<file path="config.mk">
export PLATFORM = sky130hd
export DESIGN_NAME = seq_mag_comparator
export DESIGN_NICKNAME = d
export VERILOG_FILES = /design/src/rtl/seq_mag_comparator_pkg.sv /design/src/rtl/seq_mag_comparator_digit_cmp.sv /design/src/rtl/seq_mag_comparator.sv
export SDC_FILE = /design/constraint.sdc
export NUM_CORES = 1
export LEC_CHECK = 0
export CAP_MARGIN = 5
export CORE_UTILIZATION = 60
export CTS_BUF_LIST = sky130_fd_sc_hd__clkbuf_8
export DETAILED_ROUTE_END_ITERATION = 7
export DONT_BUFFER_PORTS = 1
export GPL_ROUTABILITY_DRIVEN = 0
export PLACE_DENSITY = 0.76
export SETUP_SLACK_MARGIN = 0.4
export SYNTH_ARGS = -nofsm -noshare
export SYNTH_HDL_FRONTEND = slang
export SYNTH_SLANG_ARGS = --single-unit
</file>
<file path="constraint.sdc">
create_clock -name clk -period 5.3 [get_ports clk]
set_clock_uncertainty 0.05 [all_clocks]
set_input_delay 0.265 -clock clk [delete_from_list [all_inputs] [get_ports clk]]
set_output_delay 0.265 -clock clk [all_outputs]
set_load 0.02 [all_outputs]
</file>
<file path="src/rtl/seq_mag_comparator_pkg.sv">
// ---------------------------------------------------------------------------
// seq_mag_comparator_pkg
//   Shared types and helpers for the sequential magnitude comparator.
//   - state_t   : FSM state encoding (S_IDLE, S_CMP, S_DONE), 2 bits.
//   - cnt_width : width of the digit down-counter for a given digit count.
//                 It is never less than 1, so NDIG=1 still gets a legal vector.
// ---------------------------------------------------------------------------
package seq_mag_comparator_pkg;

    typedef enum logic [1:0] {
        S_IDLE = 2'd0,
        S_CMP  = 2'd1,
        S_DONE = 2'd2
    } state_t;

    function automatic int cnt_width(input int ndig);
        return (ndig > 1) ? $clog2(ndig) : 1;
    endfunction

endpackage

</file>
<file path="src/rtl/seq_mag_comparator_digit_cmp.sv">
// ---------------------------------------------------------------------------
// seq_mag_comparator_digit_cmp  (the digit_cmp slice)
//   Combinational unsigned compare of one DIGIT-bit digit.
//   Ports:
//     x, y  in  DIGIT  digits to compare (already in offset-binary form)
//     gt_d  out 1      x > y
//     lt_d  out 1      x < y
// ---------------------------------------------------------------------------
module seq_mag_comparator_digit_cmp #(
    parameter int DIGIT = 2
) (
    input  logic [DIGIT-1:0] x,
    input  logic [DIGIT-1:0] y,
    output logic             gt_d,
    output logic             lt_d
);

    assign gt_d = (x > y);
    assign lt_d = (x < y);

endmodule

</file>
<file path="src/rtl/seq_mag_comparator.sv">
// ---------------------------------------------------------------------------
// seq_mag_comparator
//   Multi-cycle magnitude comparator for WIDTH-bit operands, signed or
//   unsigned. DIGIT bits are compared per cycle, most significant digit first.
//
//   Parameters:
//     WIDTH  operand width (>= 1)
//     DIGIT  bits compared per cycle; WIDTH must be a multiple of DIGIT
//
//   Ports:
//     clk          in   1      rising-edge clock
//     rst          in   1      synchronous, active-high reset
//     start        in   1      request, sampled only in IDLE
//     a, b         in   WIDTH  operands, captured on an accepted start
//     signed_mode  in   1      1 = two's-complement compare, captured on accept
//     busy         out  1      high in CMP and DONE
//     done         out  1      one-cycle pulse, results valid from this cycle
//     eq, gt, sm   out  1      a==b / a>b / a<b, held until the next done
//
//   Build option:
//     EARLY_EXIT_EN  when defined, CMP ends on the first differing digit
//                    (variable latency). Otherwise all digits are scanned
//                    (fixed latency NDIG+1). Results are the same either way.
//
//   Handshake: a request is accepted on a rising edge where the FSM is in
//   IDLE and start=1; a, b and signed_mode are captured on that edge. While
//   busy=1 start is dropped, not queued. done pulses for exactly one cycle,
//   and the next request can be accepted in the cycle after done.
// ---------------------------------------------------------------------------
module seq_mag_comparator
    import seq_mag_comparator_pkg::*;
#(
    parameter int WIDTH = 8,
    parameter int DIGIT = 2
) (
    input  logic             clk,
    input  logic             rst,
    input  logic             start,
    input  logic [WIDTH-1:0] a,
    input  logic [WIDTH-1:0] b,
    input  logic             signed_mode,
    output logic             busy,
    output logic             done,
    output logic             eq,
    output logic             gt,
    output logic             sm
);

    localparam int NDIG = WIDTH / DIGIT;
    localparam int CW   = cnt_width(NDIG);
    localparam logic [CW-1:0]    IDX_TOP  = CW'(NDIG - 1);
    localparam logic [WIDTH-1:0] MSB_MASK = WIDTH'(1) << (WIDTH - 1);

    state_t           state;
    state_t           state_nxt;
    logic [WIDTH-1:0] a_q;
    logic [WIDTH-1:0] b_q;
    logic [CW-1:0]    idx;
    logic             diff_q;     // a differing digit has already been seen
    logic             gt_acc;
    logic             sm_acc;

    logic [DIGIT-1:0] x_dig;
    logic [DIGIT-1:0] y_dig;
    logic             gt_d;
    logic             lt_d;
    logic             diff_nxt;
    logic             gt_nxt;
    logic             sm_nxt;
    logic             finish;

    // Single digit comparator, steered by the digit counter.
    seq_mag_comparator_digit_cmp #(.DIGIT(DIGIT)) u_digit_cmp (
        .x    (x_dig),
        .y    (y_dig),
        .gt_d (gt_d),
        .lt_d (lt_d)
    );

    always_comb begin
        x_dig = DIGIT'(a_q >> (int'(idx) * DIGIT));
        y_dig = DIGIT'(b_q >> (int'(idx) * DIGIT));

        // Once a difference is latched, later digits cannot change the result.
        diff_nxt = diff_q | gt_d | lt_d;
        gt_nxt   = diff_q ? gt_acc : gt_d;
        sm_nxt   = diff_q ? sm_acc : lt_d;

`ifdef EARLY_EXIT_EN
        finish = (idx == '0) || gt_d || lt_d;
`else
        finish = (idx == '0);
`endif

        state_nxt = state;
        case (state)
            S_IDLE:  if (start) state_nxt = S_CMP;
            S_CMP:   if (finish) state_nxt = S_DONE;
            S_DONE:  state_nxt = S_IDLE;
            default: state_nxt = S_IDLE;
        endcase
    end

    assign busy = (state != S_IDLE);
    assign done = (state == S_DONE);

    always_ff @(posedge clk) begin
        if (rst) begin
            state  <= S_IDLE;
            a_q    <= '0;
            b_q    <= '0;
            idx    <= '0;
            diff_q <= 1'b0;
            gt_acc <= 1'b0;
            sm_acc <= 1'b0;
            eq     <= 1'b0;
            gt     <= 1'b0;
            sm     <= 1'b0;
        end else begin
            state <= state_nxt;
            case (state)
                S_IDLE: begin
                    if (start) begin
                        // Flipping the sign bit maps two's complement onto
                        // offset binary, so one unsigned compare serves both.
                        a_q    <= a ^ (signed_mode ? MSB_MASK : '0);
                        b_q    <= b ^ (signed_mode ? MSB_MASK : '0);
                        idx    <= IDX_TOP;
                        diff_q <= 1'b0;
                        gt_acc <= 1'b0;
                        sm_acc <= 1'b0;
                    end
                end
                S_CMP: begin
                    diff_q <= diff_nxt;
                    gt_acc <= gt_nxt;
                    sm_acc <= sm_nxt;
                    if (idx != '0) idx <= idx - CW'(1);
                    if (finish) begin
                        eq <= ~diff_nxt;
                        gt <= gt_nxt;
                        sm <= sm_nxt;
                    end
                end
                default: ;
            endcase
        end
    end

endmodule

</file>
Word level (Yosys, flattened, before mapping)
Cells that the tools add are included.
{"block": "word_totals", "ff_bits": 26, "input_bits": 20, "output_inout_bits": 5, "word_cells": 48}
{"block": "op_classes", "add_sub_neg": 1, "magnitude_cmp": 2, "eq_ne": 5, "shifts": 2, "muxes": 13, "bitwise": 5, "reduce_logical": 10}
{"op": "8-bit by 3-bit right shift with 2-bit output", "n": 2}
{"op": "8-bit bitwise XOR", "n": 2}
{"op": "2-bit 2-to-1 mux", "n": 4}
{"op": "8-bit 2-to-1 mux", "n": 1}
{"op": "2-bit case mux with 2 select lines", "n": 2}
{"op": "2-bit AND reduction", "n": 4}
{"op": "2-bit != test (second input constant)", "n": 3}
{"op": "1-bit case mux with 2 select lines", "n": 3}
{"op": "2-bit nonzero test", "n": 3}
{"op": "2-bit zero test", "n": 2}
{"op": "1-bit 2-to-1 mux", "n": 3}
{"op": "3-bit AND reduction", "n": 1}
{"op": "2-bit by 1-bit equality test with 1-bit output (second input constant)", "n": 1}
{"op": "2-bit equality test (second input constant)", "n": 1}
{"op": "2-bit > comparator", "n": 1}
{"op": "2-bit less-than comparator", "n": 1}
{"op": "1-bit OR", "n": 2}
{"op": "2-bit by 1-bit subtractor with 2-bit output (second input constant)", "n": 1}
{"op": "1-bit NOT", "n": 1}

Depth between registers and ports, before layout
Gate-level depths: netlist (run 1).
{"block": "logic_depth", "word_depth": 5, "ltp_mapped": 7, "depth_no_buf": 6}

Cells and area by module
From an unflattened synthesis (run 1), not the netlist that was laid out.
{"block": "unflattened", "hier_cells": 131, "hier_area_um2": 1219.9}
{"mod": "seq_mag_comparator", "n_inst": 1, "cells_each": 124, "area_per_inst_um2": 1154.9, "seq_area_each_um2": 520.5}
{"mod": "seq_mag_comparator_digit_cmp", "n_inst": 1, "cells_each": 7, "area_per_inst_um2": 65.1, "seq_area_each_um2": 0.0}

Worst setup path after synthesis (run 1)
OpenSTA, ideal clock, no wires.
{"block": "synth_path", "path_type": "reg2reg", "start": "register idx[0]", "end": "register sm_acc", "setup_ns": 0.070, "arrival_ns": 2.067, "required_ns": 5.180, "path_slack_ns": 3.113, "stages_incl_launch_ff": 7, "path_buffers": 1, "period_less_slack_ns": 2.187, "cell_sequence": "dfxtp_1 clkbuf_1 mux4_2 ha_1 and2b_1 or4_1 a21oi_1"}
{"block": "synth_between", "elab_chain_len": 4, "elab_cells_between_ends": 5, "cone_classes": "order compare: 1; shift: 2; mux: 2"}
{"element": "start, declared", "line": "seq_mag_comparator.sv:58", "source": "logic [CW-1:0] idx;"}
{"element": "start signal, assigned", "line": "seq_mag_comparator.sv:138", "source": "if (idx != '0) idx <= idx - CW'(1);"}
{"element": "8-bit by 3-bit right shift with 2-bit output, on equally long branches", "line": "seq_mag_comparator.sv:81, seq_mag_comparator.sv:82"}
{"element": "2-bit less-than comparator (*)", "line": "seq_mag_comparator_digit_cmp.sv:19", "source": "assign lt_d = (x < y);"}
{"element": "1-bit 2-to-1 mux (*)", "line": "seq_mag_comparator.sv:87", "source": "sm_nxt = diff_q ? sm_acc : lt_d;"}
{"element": "1-bit case mux with 2 select lines (*)", "line": "seq_mag_comparator.sv:121", "source": "case (state)"}
{"element": "end signal, assigned", "line": "seq_mag_comparator.sv:137", "source": "sm_acc <= sm_nxt;"}
{"element": "end, declared", "line": "seq_mag_comparator.sv:61", "source": "logic sm_acc;"}
Every way passes the cells marked *; elsewhere a longest branch is shown, timed or not.
A chain may end at the register's enable or synchronous reset.

Final worst setup path (run 1)
Same ends and word-level chain as after synthesis.

==> out/qor.txt, run 1 <==
Initial Util: 0.661
CTS clk-pin slew, worst paths: 0.08 ns
Maximum root-to-sink buffer count: 2
Kind of critical path: register to register
CTS tree: built
Synthesized flop and latch total: 26
Highest net fanout along the worst path: 6
Max IR drop VDD: 222 uV
Num CTS Buffers: 3
Final nets: 151
Worst Setup End Kind: register
Synth Flop Type: dfxtp_1
Static Leak: 0.000464 uW
Number of global-route vias before repair: 744
GR Util All Layers: 0.209
Final max-slew violation count: 0
Final instance area: 1220 um2
First-pass GRT wire length: 3040 um
Worst R2R Start: idx[0]
Boundary Pins: 25
Worst Min Path Start: rst
Max_cap viols: 0
DRT iter0 DRCs: 14
Synthesized cell area: 1180 um2
Sink Count: 26
Clock root buffer: clkbuf_8
Wirelength per Cell: 13.1 um
Worst Max-Slew Pin Slew: 0.699 ns
Final setup vio count: 0
CTS resizes: 0
RSZ-0062 raised after global routing: no
# fillers: 151
CP arrival: 2.35 ns
Startpoint Class: register
Antenna-violating nets left: 0
Crit path launch: idx[0]
Mean cell area of the mapped netlist: 9.07 um2
Final period util: 0.416
Dpl cell area: 1170 um2
Leading cell type in the layout, fill and taps excluded: nand2_1
Vias: 859
Synthesis-to-layout area growth: 3.50%
Final Hold Fails: 0
CP required: 5.45 ns
Post-DR vias/cell: 5.69
Post-synth EDFFs: 0
H-tree levels: 1
Die width: 46.3 um
Core area: 1780 um2
Worst skew pair latency: 0.26 ns
Register area: 520 um2
Die Footprint: 2150 um2
Pwr Density: 334 nW/um2
Antenna violations before repair: 0
Overflow after GRT: 0
Hpwl dp: 1440 um
PortBufs: 0
Status: finished clean
Final TNS setup: 0 ns
Pin count of the biggest net entering global routing: 28
Sequential area share after synthesis: 0.442
Synth unique cells: 33
Die Ht: 46.3 um
DP Cell Count: 147
Worst hold path class: primary input to register
FP Rows: 15
Maximum clock frequency: 454 MHz
Syn_nets: 153
Final wirelength: 1970 um
Relative slew slack: 0.533
Area of the multi-input gates: 598 um2
Hold WS: 0.0135 ns
Share of cells above drive strength 1: 0.103
Fin cells: 151
Most frequent cells in the layout: 30 x nand2_1, 26 x dfxtp_1, 18 x a21oi_1
Syn Inst Count: 130
# diodes: 0
Pre-Repair DR Iteration Count: 4
Minimum clock period: 2.20 ns
# DRC: 0
PnR Total Power: 407 uW
Async SR Flop Fraction: 0
Synthesis warning total: 0
## per-stage QoR
| step | worst slack, ns | util |
|---|---|---|
| global placement | 3.18 | 0.655 |
| CTS | 3.08 | 0.679 |
| global route | 3.01 | 0.684 |
| detailed placement | 3.10 | 0.655 |
| finish | 3.10 | 0.684 |
| floorplan | 3.11 | - |
## per-layer routing
metal,part of all wire,global-route usage
met1,0.47,0.254
met2,0.48,0.344
met3,0.034,0.0588
met4,0.018,0.0882
met5,0,0
## kinds of logic after synthesis
family | Yosys count | synth area share
and+or+nand+nor | 52 | 0.229
muxes | 4 | 0.0764
adders and majority gates | 3 | 0.0319
buffers and inverters | 13 | 0.0509
xor gates and xnor gates | 2 | 0.0149
DFF | 26 | 0.442
AOI/OAI and AO/OA | 30 | 0.155
## path summary, 6_finish.rpt
path	slack, ns	cells after the start	to
worst max register to register	3.10	5	sm_acc
worst min register to register	0.40	2	a_q[4]
worst max-delay path	3.10	5	sm_acc
worst min-delay path	0.01	1	sm_acc
## report_power, final
part / switching [uW] / internal (uW)
Sequential: 18.2 / 212
Clock: 53.9 / 50.7
Combinational: 37.9 / 34.6
## flip-flops by register name, summed over array words and instances, names as in the netlist
register	count
sm_acc	1
a_q	8
diff_q	1
b_q	8
gt	1
sm	1
gt_acc	1
eq	1
state	2
idx	2
## repair_timing
| item | in CTS | in global routing |
|---|---|---|
| hold buffers | 0 | 1 |
| buffers inserted | 0 | 0 |
| endpoints found under the hold margin | 0 | 1 |
## synthesized netlist by cell type (all sizes together) (2+ instances only)
library cell	n	area share
ha	3	0.032
xnor2	2	0.015
nand2	30	0.096
a21oi	18	0.076
a21o	2	0.013
o31ai	2	0.013
dfxtp	26	0.44
mux4	4	0.076
buf	4	0.022
a211oi	3	0.019
clkbuf	4	0.013
nor3b	3	0.033
and2b	2	0.014
inv	5	0.016
nor3	2	0.0085
nor2	7	0.022
## worst max-delay path, stage by stage, from the launching register on
cell	delay [ns]
dfxtp_1	0.48
mux4_2	0.56
ha_1	0.34
and2b_1	0.19
or4_1	0.40
a21oi_1	0.13
## final cells by class
| cell class | instances | area share |
|---|---|---|
| Timing Repair Buffer | 1 | 0.00821 |
| Tap cell | 25 | 0.0256 |
| Clock buffer | 3 | 0.0338 |
| Sequential cell | 26 | 0.427 |
| Multi-Input combinational cell | 91 | 0.490 |
| Inverter | 5 | 0.0154 |
Power figures use the tool's default switching activity.
==> run 2, diff against run 1 <==
Settings changed: ABC_AREA set to 1.
Clock period 5.3 ns to 2.3 ns, I/O delays scaled along.
==> run 2 against run 1 <==
  * First-iteration DRC count grew 110%
  * Final cell count increased by 35%
  * Sequential share of layout area shrank 7.1 points
  * Area after synthesis up 4.9%
  * Clock power increased to 3.6 times the previous value
  * Synthesized cell count increased by 23%
  * Register-to-register slack worse by 2.6 ns
==> out/qor.txt, run 2 <==
CP required: 2.41 ns (-3.04 ns)
Worst Setup End Kind: register
Number of global-route vias before repair: 1018 (+37%)
Sequential power share: 0.446 (-0.119)
RSZ-0062 raised after global routing: no
Worst hold path class: primary input to register
# diodes: 0 (unchanged)
Synth Flop Type: dfxtp_1
Max IR drop VDD: 650 uV (+190%)
# DRC: 0 (unchanged)
Cell family with most CP delay: buffers and inverters
Vias: 1106 (+29%)
H-tree levels: 1 (unchanged)
Pin count of the biggest net entering global routing: 19 (-32%)
Hold Path End: sm_acc
Final wirelength: 2620 um (+32%)
PortBufs: 0 (unchanged)
Relative slew slack: 0.708 (+0.175)
Hpwl dp: 1720 um (+20%)
Syn_nets: 183 (+20%)
Most frequent cells in the layout: 32 x nor2_1, 25 x o21ai_0, 25 x dfxtp_1
Post-synth EDFFs: 0 (unchanged)
Final nets: 201 (+33%)
Part of the power in the clock network: 0.316 (+0.059)
Overflow after GRT: 0 (unchanged)
First-pass GRT wire length: 4160 um (+37%)
Power Internal: 840 uW (+180%)
CTS tree: built
Maximum root-to-sink buffer count: 2 (unchanged)
DRT iter0 DRCs: 29 (+15)
Clock root buffer: clkbuf_8
Kind of critical path: register to register
Critical Path Max Stage Delay: 0.57 ns (about the same)
Worst Max-Slew Pin Slew: 0.438 ns (-0.262 ns)
Pwr Density: 815 nW/um2 (+140%)
Worst R2R Start: state[0]
CTS clk-pin slew, worst paths: 0.09 ns (about the same)
R2R setup slack: 0.50 ns (-2.60 ns)
Final Hold Fails: 0 (unchanged)
Switching pwr: 363 uW (+230%)
Hold depth: 3 (+2)
Synth area leader: dfxtp_1
Crit path cell chain: inv_2 > nand2_4 > nor2_8 > inv_6 > nand2_1 > a21oi_2 > dlygate4sd3_1
Die Footprint: 2250 um2 (+4.7%)
Sequential area share after synthesis: 0.421 (-0.0206)
Antenna-violating nets left: 0 (unchanged)
Highest net fanout along the worst path: 18 (+12)
Worst skew pair latency: 0.27 ns (about the same)
Final period util: 0.784 (+0.368)
Static Leak: 0.000629 uW (+35%)
Synth cell count leaders: 32 x nor2_1, 26 x dfxtp_1, 25 x o21ai_0
Worst Min Path Start: start
FP Rows: 16 (+1)
Startpoint Class: register
GR Util All Layers: 0.264 (+0.0543)
Synthesized cell area: 1240 um2 (+4.9%)
Share of cells above drive strength 1: 0.153 (+0.0494)
Combinational share of power: 0.238 (+0.060)
Minimum clock period: 1.80 ns (-0.401 ns)
Post-CTS Setup Inserts: 0 (unchanged)
Most frequent cell after synthesis: nor2_1
Antenna violations before repair: 0 (unchanged)
Top cell type's share of synthesized area: 0.421 (-0.0206)
RR Endpoint: b_q[7]
Post-DR vias/cell: 5.42 (-4.7%)
CP arrival: 1.92 ns (-0.43 ns)
Status: finished clean
Sw frac: 0.302 (+0.0314)
Wirelength per Cell: 12.8 um (-1.9%)
Largest registers: a_q: 8 flops, b_q: 8 flops
Boundary Pins: 25 (unchanged)
R2R depth: 7 (+2)
Core area: 1940 um2 (+8.9%)
Die Ht: 47.4 um (+2.3%)
Final TNS setup: 0 ns (unchanged)
Leading cell type in the layout, fill and taps excluded: nor2_1
Synthesized flop and latch total: 26 (unchanged)
Pre-Repair DR Iteration Count: 4 (unchanged)
Final setup vio count: 0 (unchanged)
Synth unique cells: 27 (-18%)
Sink Count: 26 (unchanged)
Top cells by area, synth: dfxtp_1 42%, o21ai_0 10%, nor2_1 9.7%
Max_cap viols: 0 (unchanged)
Async SR Flop Fraction: 0 (unchanged)
PnR Total Power: 1200 uW (+200%)
Die width: 47.4 um (+2.3%)
Mean cell area of the mapped netlist: 7.73 um2 (-15%)
Maximum clock frequency: 555 MHz (+22%)
Num CTS Buffers: 3 (unchanged)
WP buf/inv: 3 (+3)
Synthesis-to-layout area growth: 19.3%
Syn Inst Count: 160 (+23%)
Slowest CP cell: dlygate4sd3_1
Final max-slew violation count: 0 (unchanged)
Initial Util: 0.637 (-0.0245)
Synthesis warning total: 0 (unchanged)
-- run 2: changes by cell type in the layout (fill, tap and decap cells not counted), moves of 3 or more --
cell | before | now
nor2_1 | 7 | 32
nand2_1 | 30 | 20
inv_1 | 5 | 9
a21oi_1 | 18 | 5
nor2_2 | 0 | 10
inv_2 | 0 | 3
dlygate4sd3_1 | 1 | 18
a211oi_1 | 3 | 0
mux4_2 | 4 | 0
a21oi_2 | 0 | 3
o21ai_0 | 1 | 25
-- run 2: cells by family after synthesis --
kind of cell             count (synthesis)  synth area share
AND/OR/NAND/NOR                         70             0.261
flip-flops                              26             0.421
buffers and inverters                   19            0.0911
XOR/XNOR                                 2            0.0142
AO/OA/AOI/OAI                           40             0.182
adder cells (fa/ha/maj)                  3            0.0304
-- run 2: layout make-up --
cell class	count	area (um2)
Multi-Input combinational cell	115	603
Inverter	14	62.6
Fill cell	150	467
Sequential cell	26	524
Timing Repair Buffer	18	180
Tap cell	27	33.8
Clock buffer	3	41.3
Clock inverter	1	30.0
-- run 2: tightest hold or removal path: stages --
cell and delay [ns]:
o21ai_0 0.12, nand2_1 0.09, a21oi_1 0.05
-- run 2: worst max path at each step --
stage,cells after the start,startpoint,slack (ns),endpoint
final,7,state[0],0.50,b_q[7]
after floorplan,10,idx[0],0.73,sm_acc
after CTS,9,idx[0],0.43,gt
after global placement,10,idx[0],0.63,eq
after global routing,7,state[0],0.42,b_q[7]
after detailed placement,9,idx[0],0.50,gt
-- run 2: per-layer routing --
metal / global-route usage / up-vias / routed length, um
met2: 0.449 / 40 / 1300
li1: - / 555 / -
met3: 0.0346 / 4 / 106
met1: 0.326 / 507 / 1170
met4: 0.126 / 0 / 40
met5: 0 / - / 0
-- run 2: timing repair --
| item | 4_1_cts | 5_1_grt |
|---|---|---|
| setup endpoints to repair | 0 | 6 |
| endpoints found under the hold margin | 23 | 0 |
| gates resized for setup | 0 | 2 |
| hold buffers | 18 | 0 |
-- run 2: metrics by stage --
step	utilization	instances	hold WS (ns)	setup WS, ns	area [um2]
2_1_floorplan	-	160	0.193	0.730	1240
3_3_place_gp	0.628	182	0.129	0.633	1220
3_5_place_dp	0.628	182	0.131	0.496	1220
4_1_cts	0.758	204	0.0999	0.431	1470
5_1_grt	0.760	204	0.108	0.415	1480
6_report	0.760	204	0.0927	0.498	1480
-- run 2: power by group through the flow --
| stage | sequential, uW | combinational [uW] | clock (uW) |
|---|---|---|---|
| final | 537 | 286 | 380 |
| after global routing | 543 | 323 | 395 |
| after CTS | 535 | 283 | 378 |
| after detailed placement | 545 | 247 | 0 |
| after global placement | 544 | 236 | 0 |
| after floorplan | 531 | 229 | 0 |
